===== src/rtl/mem_port_arbiter.sv =====
// ============================================================================
// Module      : mem_port_arbiter
// Description : Shares one single-ported memory between instruction fetch and
//               data memory ports, with anti-starvation and response timeout.
// Revision    : 1.0  initial release
// ============================================================================
`default_nettype none

module mem_port_arbiter #(
    parameter int ADDR_W     = 32,
    parameter int DATA_W     = 32,
    parameter int STARVE_MAX = 4,
    parameter int TIMEOUT    = 255
) (
    input  logic              clk,
    input  logic              arst_n,
    // instruction fetch port
    input  logic              if_req_i,
    input  logic [ADDR_W-1:0] if_addr_i,
    output logic [DATA_W-1:0] if_rdata_o,
    output logic              if_valid_o,
    output logic              stall_if_o,
    // data memory port
    input  logic              dm_req_i,
    input  logic              dm_we_i,
    input  logic [ADDR_W-1:0] dm_addr_i,
    input  logic [DATA_W-1:0] dm_wdata_i,
    output logic [DATA_W-1:0] dm_rdata_o,
    output logic              dm_valid_o,
    output logic              stall_mem_o,
    // memory side
    output logic              mem_req_o,
    output logic              mem_we_o,
    output logic [ADDR_W-1:0] mem_addr_o,
    output logic [DATA_W-1:0] mem_wdata_o,
    input  logic              mem_gnt_i,
    input  logic              mem_rvalid_i,
    input  logic [DATA_W-1:0] mem_rdata_i,
    output logic              err_o
);

    localparam int C_SW = (STARVE_MAX < 1) ? 1 : $clog2(STARVE_MAX + 1);
    localparam int C_TW = (TIMEOUT < 2) ? 1 : $clog2(TIMEOUT + 1);

    localparam logic [1:0] S_IDLE = 2'd0;
    localparam logic [1:0] S_REQ  = 2'd1;
    localparam logic [1:0] S_RESP = 2'd2;
    localparam logic [1:0] S_DONE = 2'd3;

    localparam logic [C_SW-1:0] C_STARVE_MAX = C_SW'(STARVE_MAX);
    localparam logic [C_TW-1:0] C_TMO_LAST   = C_TW'(TIMEOUT - 1);

    logic [1:0]        r_state;
    logic              r_owner;     // 1 = DM owns the access, 0 = IF
    logic              r_we;
    logic [ADDR_W-1:0] r_addr;
    logic [DATA_W-1:0] r_wdata;
    logic [C_SW-1:0]   r_starve;
    logic [C_TW-1:0]   r_tcnt;
    logic [DATA_W-1:0] r_if_rdata;
    logic [DATA_W-1:0] r_dm_rdata;
    logic              r_err;

    logic w_if_wins;
    logic w_tmo;
    logic w_in_req;
    logic w_done;

    // IF wins when DM is idle or when DM has already beaten it STARVE_MAX times in a row
    assign w_if_wins = if_req_i & (~dm_req_i | (r_starve == C_STARVE_MAX));
    assign w_tmo     = (r_tcnt == C_TMO_LAST);
    assign w_in_req  = (r_state == S_REQ);
    assign w_done    = (r_state == S_DONE);

    always_ff @(posedge clk or negedge arst_n) begin
        if (!arst_n) begin
            r_state    <= S_IDLE;
            r_owner    <= 1'b0;
            r_we       <= 1'b0;
            r_addr     <= '0;
            r_wdata    <= '0;
            r_starve   <= '0;
            r_tcnt     <= '0;
            r_if_rdata <= '0;
            r_dm_rdata <= '0;
            r_err      <= 1'b0;
        end else begin
            case (r_state)
                S_IDLE: begin
                    if (!if_req_i) begin
                        r_starve <= '0;
                    end
                    if (if_req_i || dm_req_i) begin
                        r_state <= S_REQ;
                        if (w_if_wins) begin
                            r_owner  <= 1'b0;
                            r_we     <= 1'b0;
                            r_addr   <= if_addr_i;
                            r_wdata  <= '0;
                            r_starve <= '0;
                        end else begin
                            r_owner <= 1'b1;
                            r_we    <= dm_we_i;
                            r_addr  <= dm_addr_i;
                            r_wdata <= dm_wdata_i;
                            if (if_req_i && (r_starve != C_STARVE_MAX)) begin
                                r_starve <= r_starve + 1'b1;
                            end
                        end
                    end
                end
                S_REQ: begin
                    if (mem_gnt_i) begin
                        r_state <= S_RESP;
                        r_tcnt  <= '0;
                    end
                end
                S_RESP: begin
                    if (mem_rvalid_i || w_tmo) begin
                        r_state <= S_DONE;
                        if (!mem_rvalid_i) begin
                            r_err <= 1'b1;
                        end
                        // stores and timed-out accesses report zero data
                        if (r_owner) begin
                            r_dm_rdata <= (mem_rvalid_i && !r_we) ? mem_rdata_i : '0;
                        end else begin
                            r_if_rdata <= mem_rvalid_i ? mem_rdata_i : '0;
                        end
                    end else begin
                        r_tcnt <= r_tcnt + 1'b1;
                    end
                end
                S_DONE: begin
                    r_state <= S_IDLE;
                end
                default: begin
                    r_state <= S_IDLE;
                end
            endcase
        end
    end

    assign mem_req_o   = w_in_req;
    assign mem_we_o    = w_in_req & r_we;
    assign mem_addr_o  = w_in_req ? r_addr  : '0;
    assign mem_wdata_o = w_in_req ? r_wdata : '0;

    assign if_valid_o  = w_done & ~r_owner;
    assign dm_valid_o  = w_done &  r_owner;
    assign if_rdata_o  = r_if_rdata;
    assign dm_rdata_o  = r_dm_rdata;
    assign stall_if_o  = if_req_i & ~if_valid_o;
    assign stall_mem_o = dm_req_i & ~dm_valid_o;
    assign err_o       = r_err;

endmodule

`default_nettype wire


===== config.mk =====
export PLATFORM = sky130hd
export DESIGN_NAME = mem_port_arbiter
export DESIGN_NICKNAME = d
export VERILOG_FILES = /design/src/rtl/mem_port_arbiter.sv
export SDC_FILE = /design/constraint.sdc
export NUM_CORES = 1
export LEC_CHECK = 0
export CAP_MARGIN = 40
export CORE_UTILIZATION = 48
export DETAILED_ROUTE_END_ITERATION = 7
export PLACE_DENSITY = 0.88
export SLEW_MARGIN = 20
export SYNTH_ARGS = -nofsm -noshare
export SYNTH_HDL_FRONTEND = slang
export SYNTH_SLANG_ARGS = --single-unit

===== constraint.sdc =====
create_clock -name clk -period 4.8 [get_ports clk]
set_input_delay 0.48 -clock clk [delete_from_list [all_inputs] [get_ports clk]]
set_output_delay 0.48 -clock clk [all_outputs]
set_load 0.01 [all_outputs]

==> qor.txt, run 1 <==
Clk pwr share: 23.0%
Post-synth top flop: dfrtp_1
Routed Wire Length: 18900 microns
Net Sw Power: 2.00 mW
# nets final: 1094
Synth Warn #: 0
Register area share after synthesis: 52.2%
Worst Hold Class: reg -> reg
GR Layer Usage met1: 30.6%
Starting Density: 49.5%
Final ANT Viol Nets: 0
Antenna diodes: 0
Vias per inst: 5.23
GR met3 Demand/Resource: 7.87%
CTS tree: done
Synth-to-Final Area Change: 49.7%
Final Hold Violating Endpoints: 0
Root Buffer: clkbuf_16
WP data arrival: 2.32 ns
Syn avg cell area: 9.77 sq um
Post-detail-place hpwl: 13400 microns
Outcome: finished, final reports clean
Skew final: 0.00899 ns
Final Critical Period: 2.80 ns
Core Region: 0.0139 sq mm
PwrDens: 566 mW/mm^2
WP data required: 4.32 ns
GRT Util Overall: 26.4%
Clock buffer depth: 2
First-pass GRT wire length: 29700 microns
Starting DRT DRC Count: 428
Post-synthesis compound-gate area fraction: 13.4%
Syn Std Cell Area: 0.00690 sq mm
Initial antenna violation count: 0
Number of synthesized flops with an enable pin: 0
# rows: 43
Mapped Nets: 851
Placer Congestion: 0.800
Post-Route Setup TNS: 0 ns
Cells after Synth: 707
Synth Area in Adders: 1.63%
Largest family of logic cells by synthesized area: simple AND/OR/NAND/NOR gates
Reg clk slew, reported paths: 0.06 ns
Critical-path maximum fanout: 51
Largest net degree at the start of global routing: 80
Setup CP Type: reg -> out
Min-delay src: r_wdata[21]
Die Area: 0.0149 sq mm
Share of layout cells above drive strength 1: 5.50%
Port bufs: 269
Rel. slew slack: 50.3%
Total grt overflow: 0
Worst Setup SP: r_state[1]
CP endpoint kind: primary output
Via Count: 5983
Filler instances: 977
Max-cap violation count: 0
Worst-margin pin slew: 0.742 ns
Sink Count: 144
Total CTS buffers: 17
Final period util: 58.3%
Setup slack after layout: 2.00 ns
Fmax: 358 MHz
Pleak: 4.64 nW
Die Y: 122 microns
Grt peak-use layer: met2
Max VDD drop: 0.254 mV
Startpoint Class: flip-flop
RSZ-0062 raised after global routing: false
Asr flop ratio synth: 100%
H-tree levels: 4
Reg power frac: 35.8%
Post-CTS Resized: 0
Origin of the critical flop-to-flop path: r_state[0]
Clock Latency Late Sink: 0.41 ns
Slew Viols, Final: 0
Gate power share: 41.2%
IO Pins: 270
DR pass1 iterations: 5
Yosys reg bits: 144
Vias in the first global route: 5873
WL/cell: 16.6 microns
Setup violators final: 0
DIE WIDTH: 122 microns
Xor/xnor cell area share of the yosys netlist: 0%
Pre-CTS setup slack: 2.06 ns
Switch share: 34.1%
Portion of netlist area occupied by mux cells: 9.89%
Drt drc: 0
Synth Area in Simple Gates: 16.3%
M2 GR Usage: 44.2%
Yosys cell types: 38
Internal power: 3.86 mW
## metal layers
| layer | wire length (microns) | part of all wire, % |
|---|---|---|
| met5 | 0 | 0 |
| met4 | 586 | 3.1 |
| met3 | 1450 | 7.7 |
| met2 | 9510 | 50 |
| met1 | 7380 | 39 |
## power groups by stage
stage / Combinational (mW) / Sequential (mW) / Clock [mW]
finish: 2.41 / 2.10 / 1.35
global route: 2.66 / 2.15 / 1.42
CTS: 2.44 / 2.10 / 1.37
detailed placement: 2.42 / 2.11 / 0
global placement: 2.27 / 2.11 / 0
floorplan: 1.11 / 2.10 / 0
## area by class of cell
cell class / instances / area, sq um / area share [%]
tap: 180 / 225 / 2.18
timing repair buffer: 282 / 2880 / 27.8
sequential: 144 / 3600 / 34.9
multi-input combinational: 466 / 2880 / 27.8
clock buffer: 21 / 470 / 4.55
clock inverter: 11 / 136 / 1.32
inverter: 39 / 146 / 1.42
## registers in the layout, summed over array words and instances (netlist names)
name and cells:
dm_rdata_o 32, if_rdata_o 32, r_addr 32, r_wdata 32, r_tcnt 8, r_starve 3
r_state 2, err_o 1, r_owner 1, r_we 1
## worst max-delay path: stages (launching register included)
cell	delay [ns]
dfrtp_1	0.42
inv_1	0.13
ha_2	0.38
buf_12	0.24
and2_1	0.16
clkdlybuf4s50_1	0.55
## stage by stage
stage               instance area, sq um  util [%]  hold WS [ns]  instances  power [mW]
CTS                                10300      74.1         0.475       1142        5.90
floorplan                           6900         -         0.184        707        3.21
detailed placement                  9710      69.7         0.395       1109        4.53
global placement                    9600      68.9         0.452       1104        4.37
global route                       10300      74.2         0.492       1143        6.24
finish                             10300      74.2         0.470       1143        5.85
## layout by cell type (no fill, tap or decap), types with 4 or more instances in the layout
cell type	n
clkdlybuf4s50_1	268
dfrtp_1	144
nand2_1	140
o21ai_0	103
and2_1	67
mux2i_1	66
inv_1	39
o41ai_1	32
clkbuf_16	17
ha_1	8
nand3_1	7
clkinv_2	6
nor2_1	5
buf_4	5
nor2b_1	4
buf_12	4
## cells in the mapped netlist, types with 3 or more instances
master / number / area (sq um)
mux2i_1: 66 / 661
dfrtp_1: 144 / 3600
and2_1: 67 / 419
o21ai_0: 104 / 521
nand2_1: 141 / 529
nor2_1: 5 / 18.8
and3_1: 3 / 18.8
clkbuf_1: 32 / 120
o41ai_1: 32 / 280
inv_1: 39 / 146
nor2b_1: 4 / 25.0
nand3_1: 7 / 35.0
ha_1: 9 / 113
buf_2: 19 / 95.1
buf_12: 3 / 60.1
## final timing paths
| kind | cells after the start | slack [ns] | end |
|---|---|---|---|
| setup / recovery | 5 | 2.00 | mem_wdata_o[15] |
| min in group asynchronous | 2 | 0.53 | dm_rdata_o[7] |
| setup reg to reg | 6 | 2.46 | r_tcnt[6] |
| max in group asynchronous | 3 | 3.50 | dm_rdata_o[4] |
| hold / removal | 2 | 0.47 | r_wdata[21] |
| hold reg to reg | 2 | 0.47 | r_wdata[21] |
## cell families after synthesis
logic type,count (synthesis)
adder cells (fa/ha/maj),9
multiplexers,68
buffers and inverters,97
flip-flops,144
AND/OR/NAND/NOR,238
AO/OA/AOI/OAI,151
## what timing repair did
action                    in CTS  in global routing
hold buffers                   1                  0
hold endpoints to repair      31                  0
buffers inserted               0                  0
No activity file was read; power rests on OpenSTA's default activity.
==> inputs of run 2 (changes only) <==
--- a/config.mk
+++ b/config.mk
@@ -6,9 +6,9 @@
 export NUM_CORES = 1
 export LEC_CHECK = 0
 export CAP_MARGIN = 40
-export CORE_UTILIZATION = 48
+export CORE_UTILIZATION = 40
 export DETAILED_ROUTE_END_ITERATION = 7
-export PLACE_DENSITY = 0.88
+export PLACE_DENSITY = 0.78
 export SLEW_MARGIN = 20
 export SYNTH_ARGS = -nofsm -noshare
 export SYNTH_HDL_FRONTEND = slang
==> constraint.sdc (replaced) <==
create_clock -name clk -period 2.55 [get_ports clk]
set_input_delay 0.255 -clock clk [delete_from_list [all_inputs] [get_ports clk]]
set_output_delay 0.255 -clock clk [all_outputs]
set_load 0.01 [all_outputs]
==> run 2 against run 1 <==
Sequential share of layout area down 0.18 points. Setup slack got worse by 1.9 ns. Largest cell class unchanged. First-iteration DRC count shrank 15%. Register-to-register slack got worse by 2.0 ns. Core utilization shrank 12 points. Clock skew is essentially flat. Power rose by 86%.
==> qor.txt, run 2 (same netlist as run 1, synthesis figures left out) <==
Final Hold Violating Endpoints: 0 (unchanged)
Max VDD drop: 0.567 mV (+120%)
Final ANT Viol Nets: 0 (unchanged)
Reg clk slew, reported paths: 0.06 ns (about the same)
Skew final: 0.00874 ns (-0.000247 ns)
Routed Wire Length: 19300 microns (+2.0%)
Setup CP Type: reg -> out
Rel. slew slack: 58.6% (+8.2 points)
M2 GR Usage: 37.2% (-7.0 points)
Vias per inst: 5.04 (-3.8%)
Total grt overflow: 0 (unchanged)
Fmax: 412 MHz
Grt peak-use layer: met2
GR met3 Demand/Resource: 6.01% (-1.9 points)
Pre-CTS setup slack: 0.431 ns (-1.63 ns)
R2R depth: 7 (+1)
Worst-margin pin slew: 0.621 ns (-0.120 ns)
Starting Density: 41.3% (-8.2 points)
Post-detail-place hpwl: 13400 microns (+0.25%)
RR Endpoint: dm_rdata_o[27]
Clock buffer depth: 2 (unchanged)
Post-CTS Setup Inserts: 0 (unchanged)
Setup slack, reg-to-reg: 0.46 ns (-2.00 ns)
Commonest cells after routing, fill and taps aside: clkdlybuf4s50_1 (268), dfrtp_1 (144), nand2_1 (140)
Max-cap violation count: 0 (unchanged)
Pleak: 4.63 nW (about the same)
Worst Hold Class: in -> reg
Outcome: finished, final reports clean
Vias in the first global route: 6012 (+2.4%)
Placer Congestion: 0.810 (+1.3%)
# nets final: 1100 (+0.55%)
PwrDens: 1050 mW/mm^2 (+85%)
Hold_ws: 0.375 ns (-0.0951 ns)
Die Y: 133 microns (+9.4%)
Final period util: 95.2%
H-tree levels: 4 (unchanged)
DIE WIDTH: 133 microns (+9.4%)
Synth-to-Final Area Change: 50.5%
Setup slack after layout: 0.123 ns (-1.88 ns)
WP data arrival: 2.17 ns (-0.15 ns)
Share of layout cells above drive strength 1: 6.19% (+0.69 points)
Hold Crit Endpoint: r_we
Top Family by Delay on Critical Path: buffers and inverters
CP bufs+invs: 3 (unchanged)
Critical-path maximum fanout: 29 (-43%)
Filler instances: 1422 (+46%)
Origin of the critical flop-to-flop path: r_tcnt[0]
GRT Util Overall: 22.3% (-4.1 points)
Min-delay src: dm_we_i
Total CTS buffers: 17 (unchanged)
Starting DRT DRC Count: 364 (-15%)
Critical-path cell list: inv_1 > ha_4 > buf_12 > and2_1 > clkdlybuf4s50_1
Core Region: 0.0167 sq mm (+20%)
Initial antenna violation count: 0 (unchanged)
Leading cell type in the layout, fill and taps excluded: clkdlybuf4s50_1
Largest net degree at the start of global routing: 109 (+36%)
Drt drc: 0 (unchanged)
Die Area: 0.0178 sq mm (+20%)
Slowest stage delay, CP: 0.57 ns (+0.02 ns)
Port bufs: 269 (unchanged)
Setup violators final: 0 (unchanged)
Antenna diodes: 0 (unchanged)
DR pass1 iterations: 4 (-1)
Final Critical Period: 2.43 ns
WL/cell: 16.2 microns (-1.9%)
Hold depth: 3 (+1)
Sink Count: 144 (unchanged)
Clock Latency Late Sink: 0.42 ns (about the same)
CTS tree: done
Via Count: 5988 (+0.084%)
First-pass GRT wire length: 30900 microns (+4.2%)
CP endpoint kind: primary output
GR Layer Usage met1: 27.9% (-2.7 points)
WP data required: 2.30 ns (-2.02 ns)
RSZ-0062 raised after global routing: false
Root Buffer: clkbuf_16
Post-Route Setup TNS: 0 ns (unchanged)
Startpoint Class: flip-flop
# rows: 47 (+9.3%)
IO Pins: 270 (unchanged)
Crit-path slowest cell: clkdlybuf4s50_1
Slew Viols, Final: 0 (unchanged)
run 2: layout make-up:
type	instances	area (sq um)	area share [%]
Tap cell	220	275	2.65
Clock inverter	14	124	1.19
Timing Repair Buffer	288	2910	28.0
Inverter	39	146	1.41
Multi-Input combinational cell	466	2890	27.8
Sequential cell	144	3600	34.7
Clock buffer	18	439	4.23
run 2: metal layers:
metal  vias to the layer above  share of wire [%]  routed length (microns)
met5                         -                  0                        0
met4                         0                1.7                      337
met3                        27                7.6                     1470
met2                       236                 48                     9360
met1                      2842                 42                     8150
li1                       2883                  -                        -
run 2: stage by stage:
step	util (%)	std cells	instance area, sq um	power, mW
finish	62.2	1189	10400	10.9
global route	62.2	1189	10400	11.6
CTS	62.2	1189	10400	11.0
detailed placement	58.7	1156	9810	8.54
global placement	58.7	1156	9810	8.41
floorplan	-	707	6900	6.05
run 2: repair_timing:
action | 4_1_cts | 5_1_grt
hold endpoints to repair | 61 | 0
setup endpoints to repair | 10 | 0
hold buffers | 1 | 0
gates resized for setup | 1 | 0
run 2: worst max path at each step:
stage | depth (start not counted) | startpoint | endpoint | slack, ns
detailed placement | 5 | r_state[1] | mem_wdata_o[2] | 0.43
global placement | 5 | r_state[1] | mem_wdata_o[4] | 0.45
CTS | 5 | r_state[1] | mem_wdata_o[2] | 0.09
floorplan | 8 | r_starve[0] | r_owner | 0.86
global route | 5 | r_state[1] | mem_wdata_o[4] | 0.03
finish | 5 | r_state[1] | mem_wdata_o[23] | 0.12
run 2: worst reg2reg max path: cells and delay by family, from the launching register on:
family,cells,cell delay (ns)
and+or+nand+nor,1,0.21
AOI/OAI and AO/OA,3,0.58
DFF,1,0.41
buffers and inverters,2,0.56
adders and majority gates,1,0.20
run 2: power by group:
group          leakage [nW]  total (mW)  switching [mW]  internal [mW]
Combinational          2.53        4.67            2.27           2.40
Clock                 0.274        2.38            1.07           1.31
Sequential             1.83        3.85           0.558           3.29
==> inputs of run 3 (changes only) <==
--- a/config.mk
+++ b/config.mk
@@ -8,6 +8,7 @@
 export CAP_MARGIN = 40
 export CORE_UTILIZATION = 40
 export DETAILED_ROUTE_END_ITERATION = 7
+export GPL_TIMING_DRIVEN = 0
 export PLACE_DENSITY = 0.78
 export SLEW_MARGIN = 20
 export SYNTH_ARGS = -nofsm -noshare
==> run 3 against run 2 <==
Clock power rose by 6%. Core utilization rose by 0.93 points. Setup slack got worse by 0.023 ns. Final cell count rose by 3.4%. Sequential power barely moved. Global-route usage rose by 0.66 points. First-iteration DRC count fell by 29%. Design area rose by 1.5%. Sequential share of layout area fell by 0.51 points. Combinational power rose by 2%. Critical path type unchanged. Largest power group unchanged.
==> qor.txt, run 3 (same netlist as run 1, synthesis figures left out) <==
Root Buffer: clkbuf_16
Worst Hold Class: in -> reg
R2R depth: 8 (+1)
# rows: 47 (unchanged)
Synth-to-Final Area Change: 52.7%
Drt drc: 0 (unchanged)
DIE WIDTH: 133 microns (unchanged)
WP data arrival: 2.20 ns (+0.03 ns)
DP Cell Count: 1197 (+3.5%)
Slew Viols, Final: 0 (unchanged)
Max VDD drop: 0.487 mV (-14%)
Outcome: finished, final reports clean
Final instance count without filler cells: 1230 (+3.4%)
CP bufs+invs: 4 (+1)
Startpoint Class: flip-flop
Leading cell type in the layout, fill and taps excluded: clkdlybuf4s50_1
Internal power: 7.22 mW (+3.1%)
Fin util: 63.1% (+0.93 points)
Rel. slew slack: 54.6% (-4.0 points)
Max-cap violation count: 0 (unchanged)
Worst Setup SP: r_state[1]
Starting DRT DRC Count: 257 (-29%)
Net Sw Power: 3.91 mW (+0.17%)
CP endpoint kind: primary output
Share of layout cells above drive strength 1: 7.52% (+1.3 points)
Pre-CTS setup slack: -0.0878 ns (-0.519 ns)
Sink Count: 144 (unchanged)
Reg power frac: 34.5% (-0.8 points)
Initial antenna violation count: 0 (unchanged)
Commonest cells after routing, fill and taps aside: clkdlybuf4s50_1 (261), dfrtp_1 (144), nand2_1 (141)
Final period util: 96.1% (+0.92 points)
Antenna diodes: 0 (unchanged)
Gate power share: 42.8% (about the same)
WL/cell: 16.0 microns (-1.3%)
Largest net degree at the start of global routing: 87 (-20%)
Final Power: 11.1 mW (+2.1%)
Switch share: 35.1% (-0.67 points)
Critical-path cell list: inv_2 > ha_4 > clkbuf_8 > buf_2 > and2_1 > clkdlybuf4s50_1
Setup violators final: 0 (unchanged)
CTS tree: done
Vias in the first global route: 6151 (+2.3%)
Port bufs: 268 (-0.37%)
Post-route cell area: 0.0105 sq mm (+1.5%)
Total grt overflow: 0 (unchanged)
Pleak: 4.76 nW (+2.7%)
Hold_ws: 0.239 ns (-0.136 ns)
Final Critical Period: 2.45 ns (+0.0234 ns)
Setup slack, reg-to-reg: 0.37 ns (-0.09 ns)
RR Endpoint: r_addr[19]
Die Area: 0.0178 sq mm (unchanged)
Clock Latency Late Sink: 0.42 ns (about the same)
Worst-margin pin slew: 0.681 ns (+0.0601 ns)
Setup CP Type: reg -> out
Top Family by Delay on Critical Path: buffers and inverters
Clock buffer depth: 2 (unchanged)
# nets final: 1141 (+3.7%)
Clk pwr share: 22.7% (+0.9 points)
Origin of the critical flop-to-flop path: r_state[0]
Skew final: 0.0110 ns (+0.00222 ns)
Die Y: 133 microns (unchanged)
Fmax: 408 MHz (-0.96%)
Reg clk slew, reported paths: 0.06 ns (about the same)
DR pass1 iterations: 6 (+2)
PwrDens: 1050 mW/mm^2 (+0.56%)
Routed Wire Length: 19700 microns (+2.1%)
Setup slack after layout: 0.0993 ns (-0.0234 ns)
Via Count: 6151 (+2.7%)
Post-Route Setup TNS: 0 ns (unchanged)
Crit-path slowest cell: clkdlybuf4s50_1
Post-detail-place hpwl: 14800 microns (+10%)
WP data required: 2.30 ns (about the same)
Total CTS buffers: 17 (unchanged)
Placer Congestion: 0.872 (+7.7%)
Final Hold Violating Endpoints: 0 (unchanged)
Core Region: 0.0167 sq mm (unchanged)
Post-DP Area: 0.00990 sq mm (+0.94%)
RSZ-0062 raised after global routing: false
Critical-path maximum fanout: 10 (-66%)
Vias per inst: 5.00 (-0.70%)
CP Depth: 6 (+1)
Starting Density: 41.3% (unchanged)
CP endpoint: mem_wdata_o[23]
Final ANT Viol Nets: 0 (unchanged)
H-tree levels: 4 (unchanged)
IO Pins: 270 (unchanged)
GRT Util Overall: 23.0% (+0.66 points)
First-pass GRT wire length: 31600 microns (+2.2%)
Slowest stage delay, CP: 0.56 ns (about the same)
## run 3: routing by layer
metal / part of all wire (%) / GRT usage (%)
met4: 2.3 / 8.65
met5: 0 / 0
met2: 47 / 38.7
met3: 8.8 / 6.85
met1: 42 / 27.7
## run 3: how the worst min path moves through the flow
stage               depth (start not counted)       endpoint         start
global route                                3  if_rdata_o[0]  mem_rvalid_i
floorplan                                   0  dm_rdata_o[0]        arst_n
global placement                            1          err_o         err_o
finish                                      3  dm_rdata_o[1]  mem_rvalid_i
CTS                                         3  dm_rdata_o[1]  mem_rvalid_i
detailed placement                          1  if_rdata_o[3]        arst_n
## run 3: worst reg2reg max path: stages (launching register included)
cell,delay (ns)
dfrtp_1,0.41
inv_1,0.11
ha_1,0.20
clkbuf_1,0.17
o21ai_0,0.18
buf_2,0.24
buf_2,0.23
clkbuf_1,0.34
o21ai_0,0.16
## run 3: area by class of cell
type / count / area (sq um)
flip-flops and latches: 144 / 3600
well taps: 220 / 275
clock buffers: 19 / 453
repair buffers: 271 / 2730
clock inverters: 13 / 149
inverters: 39 / 146
fillers: 1446 / 6160
plain buffers: 58 / 338
multi-input cells: 466 / 2850
## run 3: what timing repair did
item | in CTS | in global routing
hold buffers | 1 | 0
gates resized for setup | 17 | 7
gates cloned | 0 | 0
endpoints found under the hold margin | 85 | 0
setup buffers | 0 | 0
setup endpoints to repair | 65 | 47
pin swaps | 0 | 0
## run 3: power by group through the flow
| stage | Clock, mW | Sequential [mW] | Combinational (mW) |
|---|---|---|---|
| detailed placement | 0 | 3.86 | 4.76 |
| floorplan | 0 | 3.96 | 2.09 |
| CTS | 2.56 | 3.83 | 4.82 |
| finish | 2.53 | 3.83 | 4.76 |
| global route | 2.67 | 3.96 | 5.24 |
| global placement | 0 | 3.82 | 4.65 |
